`src/rtl/div_unit_pkg.sv`:
```
// Shared definitions for the execute-stage divider: decoded op codes,
// FSM state encoding and a small op-decode helper.
package div_unit_pkg;

    localparam logic [7:0] EXE_DIV_OP  = 8'b0001_1010;
    localparam logic [7:0] EXE_DIVU_OP = 8'b0001_1011;

    typedef enum logic [1:0] {
        DIV_IDLE = 2'd0,
        DIV_BUSY = 2'd1,
        DIV_DONE = 2'd2
    } div_state_e;

    function automatic logic is_div_op(input logic [7:0] op);
        return (op == EXE_DIV_OP) || (op == EXE_DIVU_OP);
    endfunction

endpackage

```
`src/rtl/div_unit_signfix.sv`:
```
// Final result shaping for the divider: applies the divide-by-zero
// result convention and restores operand signs for signed divides.
module div_signfix
    import div_unit_pkg::*;
#(
    parameter int WIDTH = 32
) (
    input  logic [WIDTH-1:0] quo,
    input  logic [WIDTH-1:0] rem,
    input  logic [WIDTH-1:0] dividend_raw,
    input  logic             sign_en,
    input  logic             quo_neg,
    input  logic             rem_neg,
    input  logic             dz,
    output logic [WIDTH-1:0] lo,
    output logic [WIDTH-1:0] hi
);

    // Divide-by-zero bypasses sign fixing entirely; the dividend is passed through unmodified.
    always_comb begin
        lo = quo;
        hi = rem;
        if (dz) begin
            lo = '1;
            hi = dividend_raw;
        end else if (sign_en) begin
            if (quo_neg) lo = -quo;
            if (rem_neg) hi = -rem;
        end
    end

endmodule

```
`src/rtl/div_unit.sv`:
```
// Multi-cycle radix-2 restoring divider for DIV/DIVU in the execute stage.
//
//   state    | meaning
//   ---------+----------------------------------------------------------
//   DIV_IDLE | waiting for a divide op in E; start latches operands
//   DIV_BUSY | one quotient bit per cycle, ITER cycles
//   DIV_DONE | div_ready high for one cycle, E advances at end of cycle
module div_unit
    import div_unit_pkg::*;
#(
    parameter int WIDTH = 32,
    parameter int ITER  = 32
) (
    input  logic             clk,
    input  logic             rst,
    input  logic [7:0]       alucontrolE,
    input  logic [WIDTH-1:0] srcaE,
    input  logic [WIDTH-1:0] srcbE,
    input  logic             flushE,
    output logic             stall_div,
    output logic             div_ready,
    output logic [WIDTH-1:0] div_hi,
    output logic [WIDTH-1:0] div_lo
);

    localparam int CW = $clog2(ITER);
    localparam logic [CW-1:0] CNT_LAST = CW'(ITER - 1);

    div_state_e       state_q, state_d;
    logic [CW-1:0]    cnt_q, cnt_d;
    logic [WIDTH-1:0] rem_q, rem_d;
    logic [WIDTH-1:0] quo_q, quo_d;
    logic [WIDTH-1:0] dvs_q, dvs_d;
    logic [WIDTH-1:0] a_raw_q, a_raw_d;
    logic [WIDTH-1:0] hi_q, hi_d;
    logic [WIDTH-1:0] lo_q, lo_d;
    logic             sign_en_q, sign_en_d;
    logic             quo_neg_q, quo_neg_d;
    logic             rem_neg_q, rem_neg_d;
    logic             dz_q, dz_d;
    logic             ready_q, ready_d;

    logic             start;
    logic             last_iter;
    logic             start_signed;
    logic [WIDTH:0]   shifted;
    logic [WIDTH:0]   trial;
    logic [WIDTH-1:0] iter_rem, iter_quo;
    logic [WIDTH-1:0] fix_lo, fix_hi;

    assign start     = is_div_op(alucontrolE) && (state_q == DIV_IDLE) && !flushE;
    assign last_iter = (state_q == DIV_BUSY) && (cnt_q == CNT_LAST);
    assign stall_div = !flushE && (start || (state_q == DIV_BUSY));
    assign div_ready = ready_q;
    assign div_hi    = hi_q;
    assign div_lo    = lo_q;

    // One restoring step: shift {rem, quo} left and keep the difference if it did not borrow.
    always_comb begin
        shifted  = {rem_q, quo_q[WIDTH-1]};
        trial    = shifted - {1'b0, dvs_q};
        iter_rem = trial[WIDTH] ? shifted[WIDTH-1:0] : trial[WIDTH-1:0];
        iter_quo = {quo_q[WIDTH-2:0], ~trial[WIDTH]};
    end

    div_signfix #(.WIDTH(WIDTH)) u_signfix (
        .quo          (iter_quo),
        .rem          (iter_rem),
        .dividend_raw (a_raw_q),
        .sign_en      (sign_en_q),
        .quo_neg      (quo_neg_q),
        .rem_neg      (rem_neg_q),
        .dz           (dz_q),
        .lo           (fix_lo),
        .hi           (fix_hi)
    );

    // Next-state and datapath update; a flush overrides everything and leaves hi/lo untouched.
    always_comb begin
        state_d      = state_q;
        cnt_d        = cnt_q;
        rem_d        = rem_q;
        quo_d        = quo_q;
        dvs_d        = dvs_q;
        a_raw_d      = a_raw_q;
        hi_d         = hi_q;
        lo_d         = lo_q;
        sign_en_d    = sign_en_q;
        quo_neg_d    = quo_neg_q;
        rem_neg_d    = rem_neg_q;
        dz_d         = dz_q;
        ready_d      = 1'b0;
        start_signed = (alucontrolE == EXE_DIV_OP);

        case (state_q)
            DIV_IDLE: begin
                if (start) begin
                    sign_en_d = start_signed;
                    quo_d     = (start_signed && srcaE[WIDTH-1]) ? -srcaE : srcaE;
                    dvs_d     = (start_signed && srcbE[WIDTH-1]) ? -srcbE : srcbE;
                    a_raw_d   = srcaE;
                    quo_neg_d = srcaE[WIDTH-1] ^ srcbE[WIDTH-1];
                    rem_neg_d = srcaE[WIDTH-1];
                    dz_d      = (srcbE == '0);
                    rem_d     = '0;
                    cnt_d     = '0;
                    state_d   = DIV_BUSY;
                end
            end
            DIV_BUSY: begin
                rem_d = iter_rem;
                quo_d = iter_quo;
                cnt_d = cnt_q + 1'b1;
                if (last_iter) begin
                    state_d = DIV_DONE;
                    hi_d    = fix_hi;
                    lo_d    = fix_lo;
                    ready_d = 1'b1;
                end
            end
            DIV_DONE: begin
                state_d = DIV_IDLE;
            end
            default: begin
                state_d = DIV_IDLE;
            end
        endcase

        if (flushE) begin
            state_d = DIV_IDLE;
            ready_d = 1'b0;
            hi_d    = hi_q;
            lo_d    = lo_q;
        end
    end

    // State and datapath registers; reset aborts any division immediately.
    always_ff @(posedge clk or posedge rst) begin
        if (rst) begin
            state_q   <= DIV_IDLE;
            cnt_q     <= '0;
            rem_q     <= '0;
            quo_q     <= '0;
            dvs_q     <= '0;
            a_raw_q   <= '0;
            hi_q      <= '0;
            lo_q      <= '0;
            sign_en_q <= 1'b0;
            quo_neg_q <= 1'b0;
            rem_neg_q <= 1'b0;
            dz_q      <= 1'b0;
            ready_q   <= 1'b0;
        end else begin
            state_q   <= state_d;
            cnt_q     <= cnt_d;
            rem_q     <= rem_d;
            quo_q     <= quo_d;
            dvs_q     <= dvs_d;
            a_raw_q   <= a_raw_d;
            hi_q      <= hi_d;
            lo_q      <= lo_d;
            sign_en_q <= sign_en_d;
            quo_neg_q <= quo_neg_d;
            rem_neg_q <= rem_neg_d;
            dz_q      <= dz_d;
            ready_q   <= ready_d;
        end
    end

endmodule
```
`config.mk`:
```
export PLATFORM = sky130hd
export DESIGN_NAME = div_unit
export DESIGN_NICKNAME = d
export VERILOG_FILES = /design/src/rtl/div_unit_pkg.sv /design/src/rtl/div_unit_signfix.sv /design/src/rtl/div_unit.sv
export SDC_FILE = /design/constraint.sdc
export NUM_CORES = 1
export LEC_CHECK = 0
export BUFFER_PORTS_ARGS = -buffer_cell sky130_fd_sc_hd__buf_2
export CORE_MARGIN = 4
export CORE_UTILIZATION = 43
export DETAILED_ROUTE_END_ITERATION = 16
export PLACE_DENSITY_LB_ADDON = 0.25
export SLEW_MARGIN = 20
export SYNTH_ARGS = -nofsm -noshare
export SYNTH_HDL_FRONTEND = slang
export SYNTH_SLANG_ARGS = --single-unit
```
`constraint.sdc`:
```
create_clock -name clk -period 17.95 [get_ports clk]
set_input_delay 0.8975 -clock clk [delete_from_list [all_inputs] [get_ports clk]]
set_output_delay 0.8975 -clock clk [all_outputs]
set_load 0.005 [all_outputs]
```
==> flow_summary.yaml <==
outcome:
  status: "complete, no violations"
synthesis:
  synth_edf_count: 0
  ys_ff_latch: 203
  ys_warn_count: 0
  async_flop_share: 1.00
  yosysUniqueCellTypes: 81
  seq_area_frac_synth: 0.376
  yosys_most_used_dff: "dfrtp_1"
  avgSynthCellArea_um2: 8.19
  syn_nets: 1763
  syn_area_mm2: 0.0135
  syn_inst: 1649
floorplanning:
  die_width_um: 185
  io_pins: 141
  fp.dieH_um: 185
  initial_core_util: 0.439
  core_mm2: 0.0307
  die-area_mm2: 0.0343
  num_rows: 64
global_routing:
  grt_max_degree: 138
  grt.overflow.total: 0
  grt_pass1_wl_um: 67100
  antenna_found_initial: 0
  grt_pass1_vias: 12200
  track_usage: 0.242
timing:
  fin_ws_ns: 11.87
  clock_skew_ns: 0.0118
  tightest_slew_ns: 0.906
  finalSetupViolCount: 0
  min_period_ns: 6.08
  fmax_mhz: 164
  slew_headroom: 0.396
  hold_ws_ns: 0.335
  rsz0062_at_grt: "false"
  finalCritPeriodShare: 0.339
  hold_viol_final: 0
  tns_ns: 0
  drv_slew: 0
worst_setup_path:
  r2r-start: "quo_q[31]$_DFFE_PP0P_"
  max_stage_delay_ns: 0.62
  end_kind: "register"
  reg2reg_to: "div_hi[26]$_DFFE_PP0P_"
  cp_num_buf_inv: 3
  worstPathCellList: "inv_1 -> ha_1 -> inv_1 -> fa_1 -> a211oi_2 -> o211ai_2 -> nand3_1 -> a211oi_2 -> mux2_4 -> and2_4 -> inv_4 -> mux2i_1 -> ha_1 -> and3_1 -> nand3_1 -> nor3b_1 -> mux2i_1 -> or4_1 -> o21ai_1 -> mux2i_1 -> nand3_1"
  path_delay_family: "simple AND/OR/NAND/NOR gates"
  critPathKind: "register to register"
  slowest_stage: "or4_1"
  cp-endpoint: "div_hi[26]$_DFFE_PP0P_"
  critical_path.max_fanout: 46
  arrival_ns: 6.50
  cp.required_ns: 18.37
  regToRegSetupSlack_ns: 11.87
  worst-path-stages: 21
  crit_start: "quo_q[31]$_DFFE_PP0P_"
  reg2reg_depth: 21
  start_kind: "register"
cts:
  cts_setup_buffers: 0
  clk_latency_ns: 0.54
  ctsResizeCount: 0
  cts_buffers: 26
  cts_max_level: 1
  cts_tree: "done"
  cts_hold_buf: 0
  clock-root-buffer: "clkbuf_16"
  clock_sinks: 203
  cts.clk_slew.worst_paths_ns: 0.05
  clk_path_buf_depth: 3
power_and_ir_drop:
  swShare: 0.448
  internal_power_mw: 1.17
  peakVddDrop_v: 0.0000806
  combPwrFrac: 0.492
  p_sw_uw: 946
  seq_power_share: 0.278
  p_per_area_mw_per_mm2: 139
  clockPowerShare: 0.231
  p_leak_nw: 6.67
  finalPower_mw: 2.11
detailed_routing:
  drc: 0
  firstDrtPassIters: 6
  ant_nets: 0
  wirelength_um: 42100
  wl_per_cell_um: 19.6
  vias: 12700
  viasPerCell: 5.90
  drt_iter0_markers: 1113
cells_and_area:
  final_cells: 2147
  n_fill_cell: 3042
  final_cell_area_mm2: 0.0152
  fin_util: 0.495
  drive_above_1_share: 0.131
  syn_to_final_growth_pct: 12.7
  nNetsFinal: 1848
place:
  routabilityCongestion: 0.937
  placed_cell_area_mm2: 0.0144
  port_buffers: 140
  dp.cells: 2101
  dp_slack_ns: 12.03
  place_hpwl_um: 30900
worst_hold_path:
  min_path_type: "input pin to asynchronous set/reset pin"
run:
  maxCapViolations: 0
[synthesized netlist by cell type (all sizes together) (21+ instances only)]
cell / n / area (µm²)
nor3: 31 / 155
nand3: 59 / 295
clkbuf: 66 / 248
o21ai: 185 / 930
xor2: 54 / 473
ha: 38 / 475
dfrtp: 203 / 5080
nor2: 141 / 529
xnor2: 79 / 692
inv: 53 / 201
mux2i: 28 / 280
buf: 29 / 161
a22oi: 33 / 248
a21oi: 139 / 707
and3: 21 / 136
a31oi: 23 / 144
nand2: 230 / 863
[power groups by stage]
stage	combinational (mW)	sequential, mW	clock (mW)
CTS	1.02	0.584	0.497
detailed placement	1.02	0.592	0
global placement	1.01	0.591	0
global route	1.14	0.594	0.517
floorplan	0.778	0.568	0
finish	1.04	0.586	0.488
[sequential cells by signal, indices dropped and copies added (netlist names)]
name	count
state_q	2
dz_q	1
a_raw_q	32
rem_q	32
sign_en_q	1
div_lo	32
div_hi	32
cnt_q	5
div_ready	1
quo_q	32
dvs_q	32
quo_neg_q	1
[area by class of cell]
| class | instances | area (µm²) | share of cell area |
|---|---|---|---|
| Antenna cell | 1 | 2.50 | 0.000164 |
| Clock buffer | 36 | 728 | 0.0479 |
| Clock inverter | 8 | 55.1 | 0.00362 |
| Inverter | 53 | 209 | 0.0137 |
| Multi-Input combinational cell | 1298 | 7840 | 0.515 |
| Sequential cell | 203 | 5080 | 0.334 |
| Tap cell | 396 | 495 | 0.0326 |
| Timing Repair Buffer | 152 | 811 | 0.0533 |
[worst min-delay path by stage]
stage | startpoint | endpoint | slack [ns]
2_1_floorplan | a_raw_q[30]$_DFFE_PP0P_ | a_raw_q[30]$_DFFE_PP0P_ | 0.44
3_3_place_gp | a_raw_q[24]$_DFFE_PP0P_ | a_raw_q[24]$_DFFE_PP0P_ | 0.45
3_5_place_dp | a_raw_q[17]$_DFFE_PP0P_ | a_raw_q[17]$_DFFE_PP0P_ | 0.46
4_1_cts | a_raw_q[17]$_DFFE_PP0P_ | a_raw_q[17]$_DFFE_PP0P_ | 0.47
5_1_grt | rst | div_lo[7]$_DFFE_PP0P_ | 0.35
6_report | rst | div_lo[7]$_DFFE_PP0P_ | 0.33
[layer usage]
layer / share of wire / GRT usage / vias up
met5: 0 / 0 / -
met4: 0.031 / 0.0740 / 0
met3: 0.061 / 0.0300 / 79
met2: 0.45 / 0.372 / 425
met1: 0.46 / 0.358 / 6128
li1: - / - / 6040
[placed cells by master (no fill, tap or decap), types with 20 or more instances in the layout]
cell type	n
a21oi_1	136
a22oi_1	33
a31oi_1	23
and3_1	20
buf_2	140
clkbuf_16	26
dfrtp_1	203
ha_1	38
inv_1	50
mux2i_1	28
nand2_1	230
nand3_1	59
nor2_1	139
nor3_1	31
o21ai_0	175
xnor2_1	79
xor2_1	54
[logic make-up after synthesis]
| kind of cell | count (synthesis) | share of synthesized area |
|---|---|---|
| xor gates and xnor gates | 133 | 0.0863 |
| adders and majority gates | 39 | 0.0367 |
| buffers and inverters | 148 | 0.0452 |
| muxes | 35 | 0.0271 |
| DFF | 203 | 0.376 |
| AOI/OAI and AO/OA | 493 | 0.223 |
| and+or+nand+nor | 598 | 0.205 |
Note: power is estimated with default switching activity, not from simulation.
